$ cat config.mk
export PLATFORM = sky130hd
export DESIGN_NAME = ie_op_decode_pipe
export DESIGN_NICKNAME = d
export VERILOG_FILES = /design/src/rtl/ie_defs.sv /design/src/rtl/ie_op_classify.sv /design/src/rtl/ie_op_decode_pipe.sv
export SDC_FILE = /design/constraint.sdc
export NUM_CORES = 1
export LEC_CHECK = 0
export CORE_ASPECT_RATIO = 1.25
export CORE_MARGIN = 5
export CORE_UTILIZATION = 55
export CTS_BUF_LIST = sky130_fd_sc_hd__clkbuf_8 sky130_fd_sc_hd__clkbuf_16
export DETAILED_ROUTE_END_ITERATION = 8
export PLACE_DENSITY = 0.82
export SLEW_MARGIN = 20
export SYNTH_ARGS = -nofsm -noshare
export SYNTH_HDL_FRONTEND = slang
export SYNTH_SLANG_ARGS = --single-unit
$ cat constraint.sdc
create_clock -name clk -period 5.85 [get_ports clk]
set_input_delay 0.8775 -clock clk [delete_from_list [all_inputs] [get_ports clk]]
set_output_delay 0.8775 -clock clk [all_outputs]
set_load 0.02 [all_outputs]
$ cat src/rtl/ie_defs.sv
// Shared IE decode definitions: ALU selector codes, simple-op codes and the decoded-op record
// that travels from the decode pipe to execute.
package ie_defs;

  localparam int IE_OP_W  = 8;
  localparam int IE_SEL_W = 8;

  // ALU selector codes
  localparam logic [IE_SEL_W-1:0] SEL_ZERO       = 8'h00;
  localparam logic [IE_SEL_W-1:0] SEL_MEM_LOAD   = 8'h01;
  localparam logic [IE_SEL_W-1:0] SEL_A_REG      = 8'h02;
  localparam logic [IE_SEL_W-1:0] SEL_X_REG      = 8'h03;
  localparam logic [IE_SEL_W-1:0] SEL_Y_REG      = 8'h04;
  localparam logic [IE_SEL_W-1:0] SEL_STATUS_REG = 8'h05;
  localparam logic [IE_SEL_W-1:0] SEL_STACK_REG  = 8'h06;
  localparam logic [IE_SEL_W-1:0] SEL_IMM        = 8'h07;
  localparam logic [IE_SEL_W-1:0] SEL_ONE        = 8'h08;
  localparam logic [IE_SEL_W-1:0] SEL_MEM_STORE  = 8'h09;

  // Simple-op codes that the classifier recognises
  localparam logic [IE_OP_W-1:0] OP_BRK       = 8'h0C;
  localparam logic [IE_OP_W-1:0] OP_FLAG0_LO  = 8'h0D;
  localparam logic [IE_OP_W-1:0] OP_FLAG0_HI  = 8'h10;
  localparam logic [IE_OP_W-1:0] OP_FLAG1_LO  = 8'h2E;
  localparam logic [IE_OP_W-1:0] OP_FLAG1_HI  = 8'h30;
  localparam logic [IE_OP_W-1:0] OP_STACK_LO  = 8'h24;
  localparam logic [IE_OP_W-1:0] OP_STACK_HI  = 8'h27;
  localparam logic [IE_OP_W-1:0] OP_NOP0      = 8'h22;
  localparam logic [IE_OP_W-1:0] OP_NOP1      = 8'h18;
  localparam logic [IE_OP_W-1:0] OP_JSR       = 8'h1D;
  localparam logic [IE_OP_W-1:0] OP_RTI       = 8'h2A;
  localparam logic [IE_OP_W-1:0] OP_RTS       = 8'h2B;
  localparam logic [IE_OP_W-1:0] OP_A_STATUS  = 8'h25;
  localparam logic [IE_OP_W-1:0] OP_A_STACK   = 8'h36;
  localparam logic [IE_OP_W-1:0] OP_BCC       = 8'h03;
  localparam logic [IE_OP_W-1:0] OP_BCS       = 8'h04;
  localparam logic [IE_OP_W-1:0] OP_BEQ       = 8'h05;
  localparam logic [IE_OP_W-1:0] OP_BMI       = 8'h07;
  localparam logic [IE_OP_W-1:0] OP_BNE       = 8'h08;
  localparam logic [IE_OP_W-1:0] OP_BPL       = 8'h09;
  localparam logic [IE_OP_W-1:0] OP_BVC       = 8'h0A;
  localparam logic [IE_OP_W-1:0] OP_BVS       = 8'h0B;
  localparam logic [IE_OP_W-1:0] OP_JMP       = 8'h1C;

  localparam logic [7:0] STATUS_EDIT = 8'b1000_0010;

  typedef enum logic [0:0] {
    RUN  = 1'b0,
    HOLD = 1'b1
  } ctrl_state_e;

  typedef struct packed {
    logic [IE_OP_W-1:0]  op;
    logic                is_break;
    logic                is_flag;
    logic                is_stack;
    logic                is_nop;
    logic                is_jsr;
    logic                is_rti;
    logic                is_rts;
    logic                is_branch;
    logic                is_load;
    logic                is_store;
    logic [IE_SEL_W-1:0] alu_a_sel;
    logic [IE_SEL_W-1:0] alu_b_sel;
    logic [IE_SEL_W-1:0] alu_out_sel;
    logic [7:0]          status_edit;
  } decoded_op_t;

endpackage

$ cat src/rtl/ie_op_classify.sv
// Combinational classifier: simple op plus load/store/reg flags -> decoded_op_t and a
// control-flow indication used by the pipe's hold FSM.
module ie_op_classify
  import ie_defs::*;
#(
  parameter int OP_W  = 8,
  parameter int SEL_W = 8
) (
  input  logic [OP_W-1:0] simple_op_i,
  input  logic            mem_load_flag_i,
  input  logic [2:0]      store_flag_i,
  input  logic [1:0]      reg_load_flag_i,
  input  logic            immediate_flag_i,
  output decoded_op_t     dec_o,
  output logic            is_ctrl_o
);

  logic [IE_OP_W-1:0] op;
  logic [SEL_W-1:0]   a_sel;
  logic [SEL_W-1:0]   b_sel;
  logic [SEL_W-1:0]   out_sel;

  assign op = IE_OP_W'(simple_op_i);

  always_comb begin
    a_sel = SEL_ZERO;
    if (op == OP_A_STATUS) begin
      a_sel = SEL_STATUS_REG;
    end else if (op == OP_A_STACK) begin
      a_sel = SEL_STACK_REG;
    end else begin
      case (reg_load_flag_i)
        2'b00:   a_sel = SEL_MEM_LOAD;
        2'b01:   a_sel = SEL_A_REG;
        2'b10:   a_sel = SEL_X_REG;
        default: a_sel = SEL_Y_REG;
      endcase
    end
  end

  always_comb begin
    case (store_flag_i)
      3'b001:  out_sel = SEL_MEM_STORE;
      3'b010:  out_sel = SEL_A_REG;
      3'b011:  out_sel = SEL_X_REG;
      3'b100:  out_sel = SEL_Y_REG;
      3'b110:  out_sel = SEL_STACK_REG;
      3'b111:  out_sel = SEL_STATUS_REG;
      default: out_sel = SEL_ZERO;
    endcase
  end

  // Read-modify-write of a non-accumulator target needs a constant one on B
  always_comb begin
    if (immediate_flag_i) begin
      b_sel = SEL_IMM;
    end else if (((a_sel == out_sel) ||
                  ((a_sel == SEL_MEM_LOAD) && (out_sel == SEL_MEM_STORE))) &&
                 (a_sel != SEL_A_REG)) begin
      b_sel = SEL_ONE;
    end else if (mem_load_flag_i && (a_sel == SEL_A_REG)) begin
      b_sel = SEL_MEM_LOAD;
    end else begin
      b_sel = SEL_ZERO;
    end
  end

  always_comb begin
    dec_o             = '0;
    dec_o.op          = op;
    dec_o.is_break    = (op == OP_BRK);
    dec_o.is_flag     = ((op >= OP_FLAG0_LO) && (op <= OP_FLAG0_HI)) ||
                        ((op >= OP_FLAG1_LO) && (op <= OP_FLAG1_HI));
    dec_o.is_stack    = (op >= OP_STACK_LO) && (op <= OP_STACK_HI);
    dec_o.is_nop      = (op == OP_NOP0) || (op == OP_NOP1);
    dec_o.is_jsr      = (op == OP_JSR);
    dec_o.is_rti      = (op == OP_RTI);
    dec_o.is_rts      = (op == OP_RTS);
    dec_o.is_branch   = (op == OP_BCC) || (op == OP_BCS) || (op == OP_BEQ) ||
                        (op == OP_BMI) || (op == OP_BNE) || (op == OP_BPL) ||
                        (op == OP_BVC) || (op == OP_BVS) || (op == OP_JMP);
    dec_o.is_load     = mem_load_flag_i;
    dec_o.is_store    = (store_flag_i == 3'b001);
    dec_o.alu_a_sel   = IE_SEL_W'(a_sel);
    dec_o.alu_b_sel   = IE_SEL_W'(b_sel);
    dec_o.alu_out_sel = IE_SEL_W'(out_sel);
    dec_o.status_edit = STATUS_EDIT;
  end

  assign is_ctrl_o = dec_o.is_branch | dec_o.is_jsr | dec_o.is_rts |
                     dec_o.is_rti | dec_o.is_break;

endmodule

$ cat src/rtl/ie_op_decode_pipe.sv
// Buffered IE simple-op decoder: classify at enqueue, queue in a DEPTH-entry FIFO, and stall
// intake after a control-flow op until execute resolves or flushes it.
module ie_op_decode_pipe
  import ie_defs::*;
#(
  parameter int OP_W  = 8,
  parameter int SEL_W = 8,
  parameter int DEPTH = 4
) (
  input  logic                       clk,
  input  logic                       rst_n,
  input  logic                       in_valid,
  output logic                       in_ready,
  input  logic [OP_W-1:0]            simple_op,
  input  logic                       mem_load_flag,
  input  logic [2:0]                 store_flag,
  input  logic [1:0]                 reg_load_flag,
  input  logic                       immediate_flag,
  output logic                       out_valid,
  input  logic                       out_ready,
  output decoded_op_t                out_op,
  input  logic                       resolve,
  input  logic                       flush,
  output logic [$clog2(DEPTH+1)-1:0] count,
  output logic                       hold
);

  localparam int PTR_W = $clog2(DEPTH);
  localparam int CNT_W = $clog2(DEPTH+1);

  decoded_op_t fifo_q [DEPTH];
  logic [PTR_W-1:0] wr_ptr_q, wr_ptr_d;
  logic [PTR_W-1:0] rd_ptr_q, rd_ptr_d;
  logic [CNT_W-1:0] count_q, count_d;
  ctrl_state_e      state_q, state_d;

  decoded_op_t dec;
  logic        dec_is_ctrl;
  logic        push;
  logic        pop;

  ie_op_classify #(
    .OP_W  (OP_W),
    .SEL_W (SEL_W)
  ) u_classify (
    .simple_op_i      (simple_op),
    .mem_load_flag_i  (mem_load_flag),
    .store_flag_i     (store_flag),
    .reg_load_flag_i  (reg_load_flag),
    .immediate_flag_i (immediate_flag),
    .dec_o            (dec),
    .is_ctrl_o        (dec_is_ctrl)
  );

  assign in_ready  = (state_q == RUN) && (count_q < CNT_W'(DEPTH)) && !flush;
  assign out_valid = (count_q != '0);
  assign push      = in_valid && in_ready;
  assign pop       = out_valid && out_ready;
  assign out_op    = fifo_q[rd_ptr_q];
  assign count     = count_q;
  assign hold      = (state_q == HOLD);

  // Flush wins over everything, including a same-cycle pop
  always_comb begin
    wr_ptr_d = wr_ptr_q + PTR_W'(push);
    rd_ptr_d = rd_ptr_q + PTR_W'(pop);
    case ({push, pop})
      2'b10:   count_d = count_q + CNT_W'(1);
      2'b01:   count_d = count_q - CNT_W'(1);
      default: count_d = count_q;
    endcase
    state_d = state_q;
    case (state_q)
      RUN:     if (push && dec_is_ctrl) state_d = HOLD;
      HOLD:    if (resolve || flush) state_d = RUN;
      default: state_d = RUN;
    endcase
    if (flush) begin
      wr_ptr_d = '0;
      rd_ptr_d = '0;
      count_d  = '0;
      state_d  = RUN;
    end
  end

  always_ff @(posedge clk or negedge rst_n) begin
    if (!rst_n) begin
      wr_ptr_q <= '0;
      rd_ptr_q <= '0;
      count_q  <= '0;
      state_q  <= RUN;
    end else begin
      wr_ptr_q <= wr_ptr_d;
      rd_ptr_q <= rd_ptr_d;
      count_q  <= count_d;
      state_q  <= state_d;
    end
  end

  for (genvar gi = 0; gi < DEPTH; gi++) begin : g_entry
    always_ff @(posedge clk or negedge rst_n) begin
      if (!rst_n) begin
        fifo_q[gi] <= '0;
      end else if (push && (wr_ptr_q == PTR_W'(gi))) begin
        fifo_q[gi] <= dec;
      end
    end
  end

endmodule

# Word-level counts from Yosys, hierarchy flattened
# Cells that the tools add are included.
# totals
word_cells,167
ff_bits,180
output_inout_bits,56
# classes
addsub,4
n_bitwise,6
reduce_logical,32
mux,18
eq_ne,35
magnitude_cmp,8
# ops
op,n
$bmux W50 S2,1
$mux W50,2
$eq A8 B4 Y1 const B,5
$eq A8 B6 Y1 const B,5
$mux W8,4
$eq A8 B3 Y1 const B,3
$eq A8 B5 Y1 const B,3
$pmux W4 S6,1
$eq A8 B2 Y1 const B,2
$ge A8 B6 Y1 const B,2
$le A8 B6 Y1 const B,2
$logic_and A1 B1 Y1,15
$logic_or A1 B1 Y1,12
$eq A3 B3 Y1 const B,3
$pmux W3 S3,1
$eq A2 B2 Y1 const B,4
$eq A8 B1 Y1 const B,1
$eq A8 B4 Y1,1
$ge A8 B4 Y1 const B,1
$le A8 B5 Y1 const B,1
$ne A8 B2 Y1 const B,1
$eq A2 B1 Y1 const B,3
$eq A3 B2 Y1 const B,2
$pmux W3 S2,1
other kinds (17),27

# Depth between registers and ports, before layout
# Gate-level depths: netlist (run 1).
# depth
depth_word,17
depth_mapped,10
depth_no_buf,9

# By module
# A second synthesis (run 1) with hierarchy kept.
# unflattened
hier_cells,652
area_unflattened_um2,10289.9
# by_module_without_submodules
module,seq_area_each_um2,area_per_inst_um2,n_inst,cells_each
ie_op_decode_pipe,5205.0,9516.6,1,531
ie_op_classify,0.0,773.2,1,121

# Worst setup path before layout (run 1)
# Ideal clock, no wire load.
# synth_timing
kind,input port to flip-flop
from,input port flush
to,register fifo_q[193] (netlist bit)
path_stages,7
required_time_ps,5722
arrival_time_ps,2850
setup_ps,128
setup_slack_ps,2873
cell_sequence,clkbuf_1 -> nor3_1 -> nand2_1 -> or3_1 -> buf_2 -> buf_2 -> mux2_1
# synth_via
elab_chain_len,4
# synth_rtl
element,line,source
from (decl),ie_op_decode_pipe.sv:23,"input logic flush,"
$logic_not A1 Y1,ie_op_decode_pipe.sv:55,assign in_ready = (state_q == RUN) && (count_q < CNT_W'(DEPTH)) && !flush;
$logic_and A1 B1 Y1,ie_op_decode_pipe.sv:55,
via in_ready,ie_op_decode_pipe.sv:13,"output logic in_ready,"
$logic_and A1 B1 Y1,ie_op_decode_pipe.sv:57,assign push = in_valid && in_ready;
$logic_and A1 B1 Y1,ie_op_decode_pipe.sv:104,end else if (push && (wr_ptr_q == PTR_W'(gi))) begin
"to (signal, indexed assignment)",ie_op_decode_pipe.sv:103,fifo_q[gi] <= '0;
"to (signal, indexed assignment)",ie_op_decode_pipe.sv:105,fifo_q[gi] <= dec;
to (decl),ie_op_decode_pipe.sv:31,decoded_op_t fifo_q [DEPTH];
# The timed path passes the listed nets, and every way through them passes these cells.
# A chain may end at the register's enable or synchronous reset.

==> results.txt, run 1 <==
The transition time at the pin with the least slew margin came out at 0.8774 ns. The post-cts gate resize count came out at 0. The number of maximum-capacitance constraint violations is 0. The share of synthesized area in the top cell type comes to 0.5267. The critical path starts at rd_ptr_q[0]. The number of buffers inserted during clock tree synthesis came out at 17.

The count of fill cells added during filler insertion is 703. In this run the critical register-to-register path is launched from count[0]. The category of the most critical setup path is flop to primary output.

The first global-routing pass estimated 21160 um of wire. The congestion estimate from routability-driven global placement came to about 0.88. The end-of-flow core utilization is 0.6767. The number of hold buffers added after CTS was 0. For this run, design rule violations remaining after detail routing come to 0.

The number of warnings reported in the yosys synthesis log is 0. In the final routed layout, each cell accounts on average for 18.27 um. Counting cells, the worst reg-to-reg path comes to 8.

The worst hold path belongs to the class flop to flop. The share of the clock period used by the worst path after layout came out at 0.5662. The initial core utilization is 0.5642. The die width came out at between 100 and 150 um. The biggest area consumer among synthesized cells is dfrtp_1. The number of hold-slack violations in the final timing report is 0. IR analysis of the VDD net gives a maximum drop of 0.3574 mV. Setup repair after global routing left no endpoint under its margin. The global routing usage on met3 is 0.05994.

The antenna diode count came out at 0. The port buffer count is 57. Of the cells placed in the final design, the portion with a size suffix greater than 1 is 0.1394. The design draws just over 0.003 W. The headroom to the max-slew limit is 0.4151.

Based on the critical path, the design can be clocked at up to 301.9 MHz. The remaining antenna violation count after routing is 0. The largest fanout of any net on the critical path is 29. In this run the most critical hold path is launched from fifo_q[51]. The critical path crosses 2 cells after its start point.

For this design, the slowest cell found on the critical path is dfrtp_4. The via count of the first global-routing pass is 4227. At the later pin of the worst-skew pair, clock insertion delay measures approximately 0.41 ns. The number of non-filler instances in the completed layout is 674. The overall overflow remaining after global route came out at 0.

The clock sink total is 120. The async set-reset flop share out of synthesis came out at 1.000. The H-tree was split into 4 levels. The area of the die came out at about 13000 um^2. The tree is rooted in a clkbuf_16. The required time of the critical path is slightly below 5 ns. Of the total power, combinational logic draws 0.286.

The time the final worst path needs with I/O delays and setup came out at ~3.3 ns. After global routing, the most crowded layer is met2. The initial antenna violation count is 0. The switching share of power is 0.2986. The detailed-route wire length came out at 12310 um.

The first-pass iteration count of the detailed router came out at 4. The clock network fraction of total power is 0.339. Counting flops with a built-in enable in the synthesized netlist gives 0. The synthesized netlist occupies a cell area of approximately 5700 um^2.

Yosys attributes the largest share of cell area to dfrtp_1 53%, mux4_2 11%, mux2_1 6.9%. The nature of the critical path startpoint is a flop. Walking the worst path, the cells encountered are mux4_2 > clkdlybuf4s50_1. The clock edge transition at the registers on the reported setup and hold paths is 0.05 ns. The sequential-to-total area share from yosys stat came out at 0.5267. The ratio of total power to cell area is 454.1 nW/um^2.

The share of power burned in registers came out at 0.376. The clock arrives with 0.006213 ns of skew. The net total in the final layout is 559. The total routing resource utilization after global routing is 0.2213. Counting both buffers and inverters, the worst setup path holds a total of 1.

The run finished with clean final reports. The longest clock path from root to sink contains 2 buffers. Internal power comes to 0.002178 W. The count of pins over their slew limit came out at 0.

The core region is 10110 um^2. Along the worst hold path, the cell count comes to 1. The signal arrival time at the worst endpoint is ~2.4 ns.

TritonCTS built the clock tree. The detailed-route via count came out at about 4000. Relative to the synthesized area, the layout overhead comes to 19.95%. The violation count after the first detailed-route iteration came out at roughly 290.

The worst setup path is captured at a primary output. The multi-input combinational cell area came out at 2425 um^2. The cell count after placement is between 600 and 700.

The number of distinct library cells after synthesis is 48. The floorplan step set the die height to about 120 um. The detailed-placement wirelength estimate came out at ~7800 um.

The synthesized design contains 120 register bits. The mean cell area of the mapped netlist came out at 11.68 um^2. The number of cell rows is 41.

The number of setup buffers added after CTS is 0. The maximum number of pins on one net before global-route repair came out at 74. For this run, the leading register cell type out of synthesis is dfrtp_1. For this run, global-route usage on met1 was measured as 0.2716. On the critical path the largest part of the delay comes from flip-flops.

The power dissipated by switching net loads is 0.0009276 W. The top-level port count came out at 77. The biggest cell delay along the critical path came out at between 0.8 and 0.9 ns.

In the final layout, flip-flops and latches occupy 3007 um^2. The static leakage is about 3.0 nW. The final-layout setup total negative slack came out at 0 ns. The synthesized instance count is 488. The number of endpoints failing setup at the final stage is 0. The detailed-route vias per instance is 5.917. The met2 usage in global routing is 0.3654.
[worst register-to-register path, stage by stage (launching register included)]
cell	delay, ns
dfrtp_1	0.43
or3_1	0.40
and2_1	0.22
nand2_1	0.11
inv_1	0.06
fa_1	0.39
o22ai_1	0.22
xnor2_1	0.15
nor2_1	0.05
[synthesized netlist by cell type, types with 2 or more instances]
library cell and number:
or3_1 3, nand3b_1 2, buf_4 22, o22ai_1 2, buf_6 2, mux2_1 35, a21oi_1 3, clkbuf_1 25
a31oi_1 2, nand4_1 2, nor2b_1 2, inv_2 2, o31ai_1 6, buf_2 6, ha_1 5, and3_1 4
a41oi_1 3, inv_1 5, o21ai_0 3, xnor2_1 6, nor2_1 12, nand3_1 3, a22oi_1 2, nand4b_1 2
dfrtp_1 120, nand2b_1 8, o21ai_1 65, nor4_1 2, mux2_2 5, nand2_1 79, nor3_1 4, nor3b_1 3
mux4_2 28
[final timing paths]
path,end,slack (ns)
min,fifo_q[51],0.47
min in group asynchronous,fifo_q[101],0.58
max reg2reg,count[2],3.69
min reg2reg,fifo_q[51],0.47
max,out_op[40],2.54
max in group asynchronous,rd_ptr_q[0],4.08
[flip-flops by register name, indices dropped and copies added, names as in the netlist]
register and cells:
fifo_q 112, count 3, rd_ptr_q 2, wr_ptr_q 2, hold 1
[routing by layer]
| metal | share of wire | vias up |
|---|---|---|
| li1 | - | 1795 |
| met1 | 0.38 | 2007 |
| met2 | 0.53 | 159 |
| met3 | 0.066 | 27 |
| met4 | 0.024 | 0 |
| met5 | 0 | - |
[per-stage QoR]
stage          instance area, um^2  hold slack [ns]  setup WS [ns]
6_report                      6839           0.4651          2.538
5_1_grt                       6839           0.4903          2.405
4_1_cts                       6837           0.4706          2.219
3_5_place_dp                  6230           0.4512          2.343
3_3_place_gp                  6230           0.4437          2.500
2_1_floorplan                 5769           0.4287          2.873
[power by group through the flow]
stage               Combinational, W  Sequential (W)  Clock [W]
global placement            0.000869         0.00116          0
finish                      0.000887         0.00117    0.00105
detailed placement          0.000891         0.00118          0
global route                0.000959         0.00120    0.00111
CTS                         0.000900         0.00117    0.00107
floorplan                   0.000599         0.00113          0
[placed cells by master (no fill, tap or decap), types with 5 or more instances in the layout]
master           netlist  routed
buf_4                 22       7
clkbuf_16              0      17
clkdlybuf4s50_1        0      56
conb_1                 1      19
dfrtp_1              120     119
ha_1                   5       5
inv_1                  5       6
mux2_1                35      35
mux2_2                 5       5
mux4_2                28      28
nand2_1               79      79
nand2b_1               8       8
nor2_1                12      12
o21ai_1               65      65
o31ai_1                6       6
xnor2_1                6       6
[cell families after synthesis]
logic type | count (synthesis) | share of synthesized area
and+or+nand+nor | 131 | 0.1058
adders and majority gates | 6 | 0.01448
xor gates and xnor gates | 6 | 0.009217
buffers and inverters | 63 | 0.05991
DFF | 120 | 0.5267
muxes | 69 | 0.1914
AOI/OAI and AO/OA | 92 | 0.09194
other | 1 | 0.0006577
[final cells by class]
type	instances	share of cell area
Clock buffer	19	0.06623
Multi-Input combinational cell	323	0.3546
Sequential cell	120	0.4396
Inverter	7	0.003842
Clock inverter	13	0.02250
Tap cell	129	0.02360
Timing Repair Buffer	63	0.08965
No activity file was read; power rests on OpenSTA's default activity.
==> run 2, diff against run 1 <==
clock period = 3.25 ns   (was 5.85 ns; I/O delays follow)
==> results.txt, run 2 (synthesis gave the netlist of run 1 again) <==
The flow ran to the end, and the final reports show no timing, DRC or antenna violations. The post-placement setup slack came out at 0.3613 ns. The floorplan step set the die height to between 100 and 150 um. Pin placement for this block handled 77 I/O pins. The first-pass iteration count of the detailed router is 6. Buffers placed on the I/O ports in this run total between 50 and 60.

The largest fanout of any net on the critical path is 13. The clock sink total came out at 120. In the routed layout, each cell is associated on average with a via count of about 6. The largest voltage drop on the vdd net is roughly 0.65 mV. The first global-routing pass estimated 21420 um of wire.

Of the total power, the clock network draws 0.330. The top cell types in the final layout, fill and taps aside, are 119 x dfrtp_1, 79 x nand2_1, 65 x o21ai_1. The depth of the worst register-to-register path is 8. Buffers inserted during clock tree synthesis total 17. The initial core utilization is 0.5642. The post-synthesis to final-layout area growth came out at 22.01%. The remaining antenna violation count after routing is 0. The detailed-route wire length came out at 12870 um. The min-delay analysis places its worst path in the category input port to async pin.

Hold repair after CTS inserted 0 buffers. STA classifies the critical path endpoint as a primary output. The switching share of power came out at 0.3015. The internal portion of total power is 0.003904 W. The cell count after placement came out at 654. The count of pins over their slew limit is 0.

The tree is rooted in a clkbuf_16. The power dissipated by switching net loads came out at 0.001685 W. The detailed-placement wirelength estimate came out at 8300 um. In this run the tightest slew margin relative to its limit is 0.4492.

Across the routed clock network, the largest skew measured is 0.006551 ns. The flip-flop count of the largest register, all copies and words added is 112. The number of setup buffers added after CTS is 0.

The number of remaining DRC errors came out at 0. The smallest setup slack after layout is about 0.33 ns. The number of cell rows came out at 41. For this design the static power due to leakage is 3.072 nW. The amount of wire on met2 after detailed routing came out at 6637 um. The transition time at the pin with the least slew margin came out at 0.8262 ns.

The number of antenna diodes in the final layout is 0. The detailed-route via count came out at 4063. Derived from the worst setup path, the maximum achievable clock frequency is about 340 MHz. The clock edge transition at the registers on the reported setup and hold paths is 0.05 ns. The final-layout setup total negative slack is 0 ns.

For this run, the total global-route usage over all layers was measured as 0.2240. The nature of the critical path startpoint is a flop. The post-cts gate resize count is 0. The initial antenna violation count was 0. The number of endpoints failing setup at the final stage is 0.

TritonCTS built the clock tree. Dividing the detail-routed wire length by the instance count gives 18.76 um. For this run the aggregate overflow at the end of global routing stands at 0.

The required time of the critical path came out at 2.76 ns. The clock tree synthesis step divided the H-tree into 4 levels. The die width came out at 101.1 um. The signal arrival time at the worst endpoint is around 2.4 ns.

The power share of the combinational group came out at 0.295. The area of the die came out at roughly 13000 um^2. Entering global routing, the biggest net connects 66 pins. The net total in the final layout is approximately 570. In this run, the number of DRC markers left after iteration 0 of detailed routing was 329. The ratio of total power to cell area is 803.3 nW/um^2. At the end of routability-driven placement, the weighted congestion stood at slightly below 0.9. Subtracting the final worst setup slack from the clock period gives a little under 3 ns. The number of maximum-capacitance constraint violations is 0. The share of power burned in registers came out at 0.375. Ranked by flip-flop count, first place goes to fifo_q. The number of non-filler instances in the completed layout came out at 686. The leading cell type in the layout, fill and taps excluded is dfrtp_1.

The post-route met1 wirelength came out at 5147 um. The fraction of final layout cells with drive strength greater than 1 is 0.1580. The via count of the first global-routing pass was 4364. The number of hold-slack violations in the final timing report came out at 0. The met3 wire length came out at 805 um.

The clock latency of the later-clocked register in the worst-skew pair is 0.41 ns. Hold is met by 0.1758 ns. The floorplan core area is approximately 10000 um^2. The buffer depth of the longest clock path is 2. Setup repair after global routing left no endpoint under its margin. The top layer used by detailed routing is met4. In the finished design, the share of the clock period the worst path needs comes to 0.8980.

By startpoint and endpoint, the worst setup path is classified as flop to primary output.
[run 2: area by class of cell]
type | count | area [um^2]
clock inverter | 15 | 161.4
inverter | 7 | 26.28
multi-input combinational | 323 | 2425
timing repair buffer | 75 | 753.2
sequential | 120 | 3004
fill | 697 | 3149
clock buffer | 17 | 425.4
tap | 129 | 161.4
[run 2: path summary, 6_finish.rpt]
kind	startpoint	slack [ns]	to
hold reg to reg	fifo_q[51]	0.47	fifo_q[51]
max in group asynchronous	rst_n	2.31	fifo_q[87]
min in group clk	fifo_q[51]	0.47	fifo_q[51]
setup / recovery	rd_ptr_q[0]	0.33	out_op[11]
hold / removal	rst_n	0.18	fifo_q[151]
setup reg to reg	count[0]	1.13	count[2]
[run 2: through the flow]
stage	total power [W]	cell area (um^2)	util
after global routing	0.005858	6957	0.6884
after CTS	0.005630	6957	0.6884
final	0.005589	6957	0.6884
after global placement	0.003687	6370	0.6303
after detailed placement	0.003768	6370	0.6303
after floorplan	0.003108	5769	-
[run 2: critical path, cell delays in order (launching register included)]
cell             delay (ns)
dfrtp_2                0.67
buf_4                  0.28
mux4_2                 0.52
clkdlybuf4s50_1        0.55
[run 2: routing by layer]
| layer | vias up | GRT usage |
|---|---|---|
| li1 | 1819 | - |
| met1 | 2030 | 0.2757 |
| met4 | 0 | 0.08728 |
| met2 | 183 | 0.3732 |
| met3 | 31 | 0.06499 |
| met5 | - | 0 |
[run 2: power by group through the flow]
stage                     sequential [W]  clock [W]  combinational [W]
after floorplan                  0.00203          0            0.00108
after global placement           0.00207          0            0.00162
after detailed placement         0.00211          0            0.00166
after CTS                        0.00210    0.00186            0.00167
after global routing             0.00214    0.00194            0.00177
final                            0.00210    0.00184            0.00165
==> run 3, diff against run 2 <==
CORE_UTILIZATION = 59   (was 55)
PLACE_DENSITY = 0.87   (was 0.82)
clock period = 3.45 ns   (was 3.25 ns; I/O delays follow)
==> results.txt, run 3 (synthesis gave the netlist of run 1 again) <==
The clock latency of the later-clocked register in the worst-skew pair came out at 0.41 ns. The number of endpoints failing setup at the final stage is 0. The detailed-route via count came out at a little under 4000. Buffers inserted to repair hold after CTS numbered 0. The first detailed-routing pass ran for 5 iterations. In this run the static leakage power is 3.005 nW. The time the final worst path needs with I/O delays and setup came out at 3.051 ns. The maximum number of pins on one net before global-route repair came out at 75.

The floorplan core area came out at 9559 um^2. Max-cap violations in this run came to 0. The die width came out at 97.93 um. The category of the most critical setup path is flop to primary output.

The area of the die is 11740 um^2. The detail route stage leaves a number of antenna-violating nets equal to 0. The initialized floorplan defines 40 standard-cell rows.

The number of buffers inserted during clock tree synthesis is 17. Setup repair after global routing left no endpoint under its margin. The count of pins over their slew limit is 0. Once the clock tree was built, the setup fixing pass inserted 0 buffers. The buffer depth of the longest clock path is 2. The type of the tightest min-delay check is input port to async pin. The clock sink total came out at 120. The antenna diode count came out at 0. The share of the clock period used by the worst path after layout is 0.8843.

The number of non-filler instances in the completed layout is 675. The detailed-route wire length is 12610 um. Data arrives at the worst endpoint at 2.53 ns. The die is 119.9 um tall.

The leading cell type in the layout, fill and taps excluded is dfrtp_1. Dividing the detail-routed via count by the number of cells gives 5.861. The via count of the first global-routing pass was 4120.

The weighted congestion at the end of routability-driven global placement is 0.9309. The detailed-placement wirelength estimate is 8253 um. The largest fanout of any net on the critical path is 15. The transition time at the pin with the least slew margin came out at 0.7182 ns. The worst setup path is captured at a primary output.

The post-synthesis to final-layout area growth came out at 19.68%. The flow ran to the end, and the final reports show no timing, DRC or antenna violations. The initial antenna violation count came out at 0.

The area taken by flip-flops and latches is ~3000 um^2. The cell at the root of the clock tree is clkbuf_16. The final clock skew is 0.005848 ns. The port buffer count is 57.

The cell area after placement came out at 6289 um^2. The number of remaining DRC errors is 0. fifo_q holds more flip-flops than any other register. The net total in the final layout is ~560. The nature of the critical path startpoint is a flop. The post-cts gate resize count came out at 0. The global-route wire length before repair is 20960 um.

The final instance area is 6824 um^2. The count of fill cells added during filler insertion came out at about 650. Dividing the detail-routed wire length by the instance count gives 18.68 um. Adding up every negative setup slack in the final design gives 0 ns. Clock-pin slew was measured on the worst setup and hold paths at ~0.050 ns.

The required time of the critical path is 2.93 ns. The initial core utilization is 0.5965. The total routing resource utilization after global routing came out at 0.2289.

The top cell types in the final layout, fill and taps aside, are 119 x dfrtp_1, 79 x nand2_1, 65 x o21ai_1. The number of hold-slack violations in the final timing report is 0. a little under 80 I/O pins were placed. In the final layout, the share of cells above drive strength 1 is 0.1439. The violation count after the first detailed-route iteration is 340. The H-tree level count came out at 4. The overall overflow remaining after global route is 0.

The cell count after placement came out at approximately 640. The ratio of total power to cell area is approximately 740 nW/um^2. The clock tree from TritonCTS is built. In the final layout, the multi-input gates occupy 2425 um^2.

The headroom to the max-slew limit is 0.5175. Timing would allow up to 327.8 MHz. IR analysis of the VDD net gives a maximum drop of 0.5766 mV.

The register with the most flip-flops in the layout has 112 of them.
==> run 3: cell types whose count changed in the layout (fill, tap and decap cells not counted) <==
cell        delta
buf_4          -5
clkbuf_8       +4
bufinv_16      -3
buf_12         -2
clkinv_2       -2
clkinv_4       -2
clkinvlp_4     +1
inv_1          +1
==> run 3: stage by stage <==
| stage | util | hold WS [ns] | total power (W) | setup slack, ns |
|---|---|---|---|---|
| global placement | 0.6579 | 0.4443 | 0.003461 | 0.4873 |
| global route | 0.7139 | 0.1525 | 0.005337 | 0.2503 |
| CTS | 0.7139 | 0.1231 | 0.005127 | 0.3449 |
| floorplan | - | 0.2219 | 0.002928 | 0.8329 |
| finish | 0.7139 | 0.1114 | 0.005083 | 0.3992 |
| detailed placement | 0.6579 | 0.4588 | 0.003540 | 0.3767 |
==> run 3: report_power, final <==
group,leakage (nW),switching [W],internal (W)
logic,1.14,0.000757,0.000794
clock network,0.269,0.000590,0.000974
registers,1.59,0.000217,0.00175
==> run 3: worst paths after layout <==
kind | start | end | slack [ns] | depth (start not counted)
worst min-delay path | rst_n | fifo_q[159] | 0.11 | 1
worst max-delay path | rd_ptr_q[0] | out_op[40] | 0.40 | 3
min in group clk | fifo_q[151] | fifo_q[151] | 0.47 | 1
max in group asynchronous | rst_n | fifo_q[41] | 2.54 | 2
worst min register to register | fifo_q[151] | fifo_q[151] | 0.47 | 1
worst max register to register | count[0] | count[2] | 1.33 | 8
==> run 3: metal layers <==
layer / global-route usage / routed length [um] / vias up
met4: 0.09610 / 328 / 0
met3: 0.06221 / 670 / 30
met5: 0 / 0 / -
met1: 0.2933 / 5315 / 1988
met2: 0.3688 / 6295 / 142
li1: - / - / 1796
==> run 3: area by class of cell <==
class | count | area share
well taps | 126 | 0.02310
repair buffers | 68 | 0.09901
clock inverters | 10 | 0.008067
clock buffers | 21 | 0.07041
flip-flops and latches | 120 | 0.4402
inverters | 7 | 0.003850
multi-input cells | 323 | 0.3553
==> run 3: worst max-delay path, cell delays in order (launching register included) <==
cell             delay, ns
dfrtp_2               0.70
buf_4                 0.32
mux4_2                0.55
clkdlybuf4s50_1       0.56
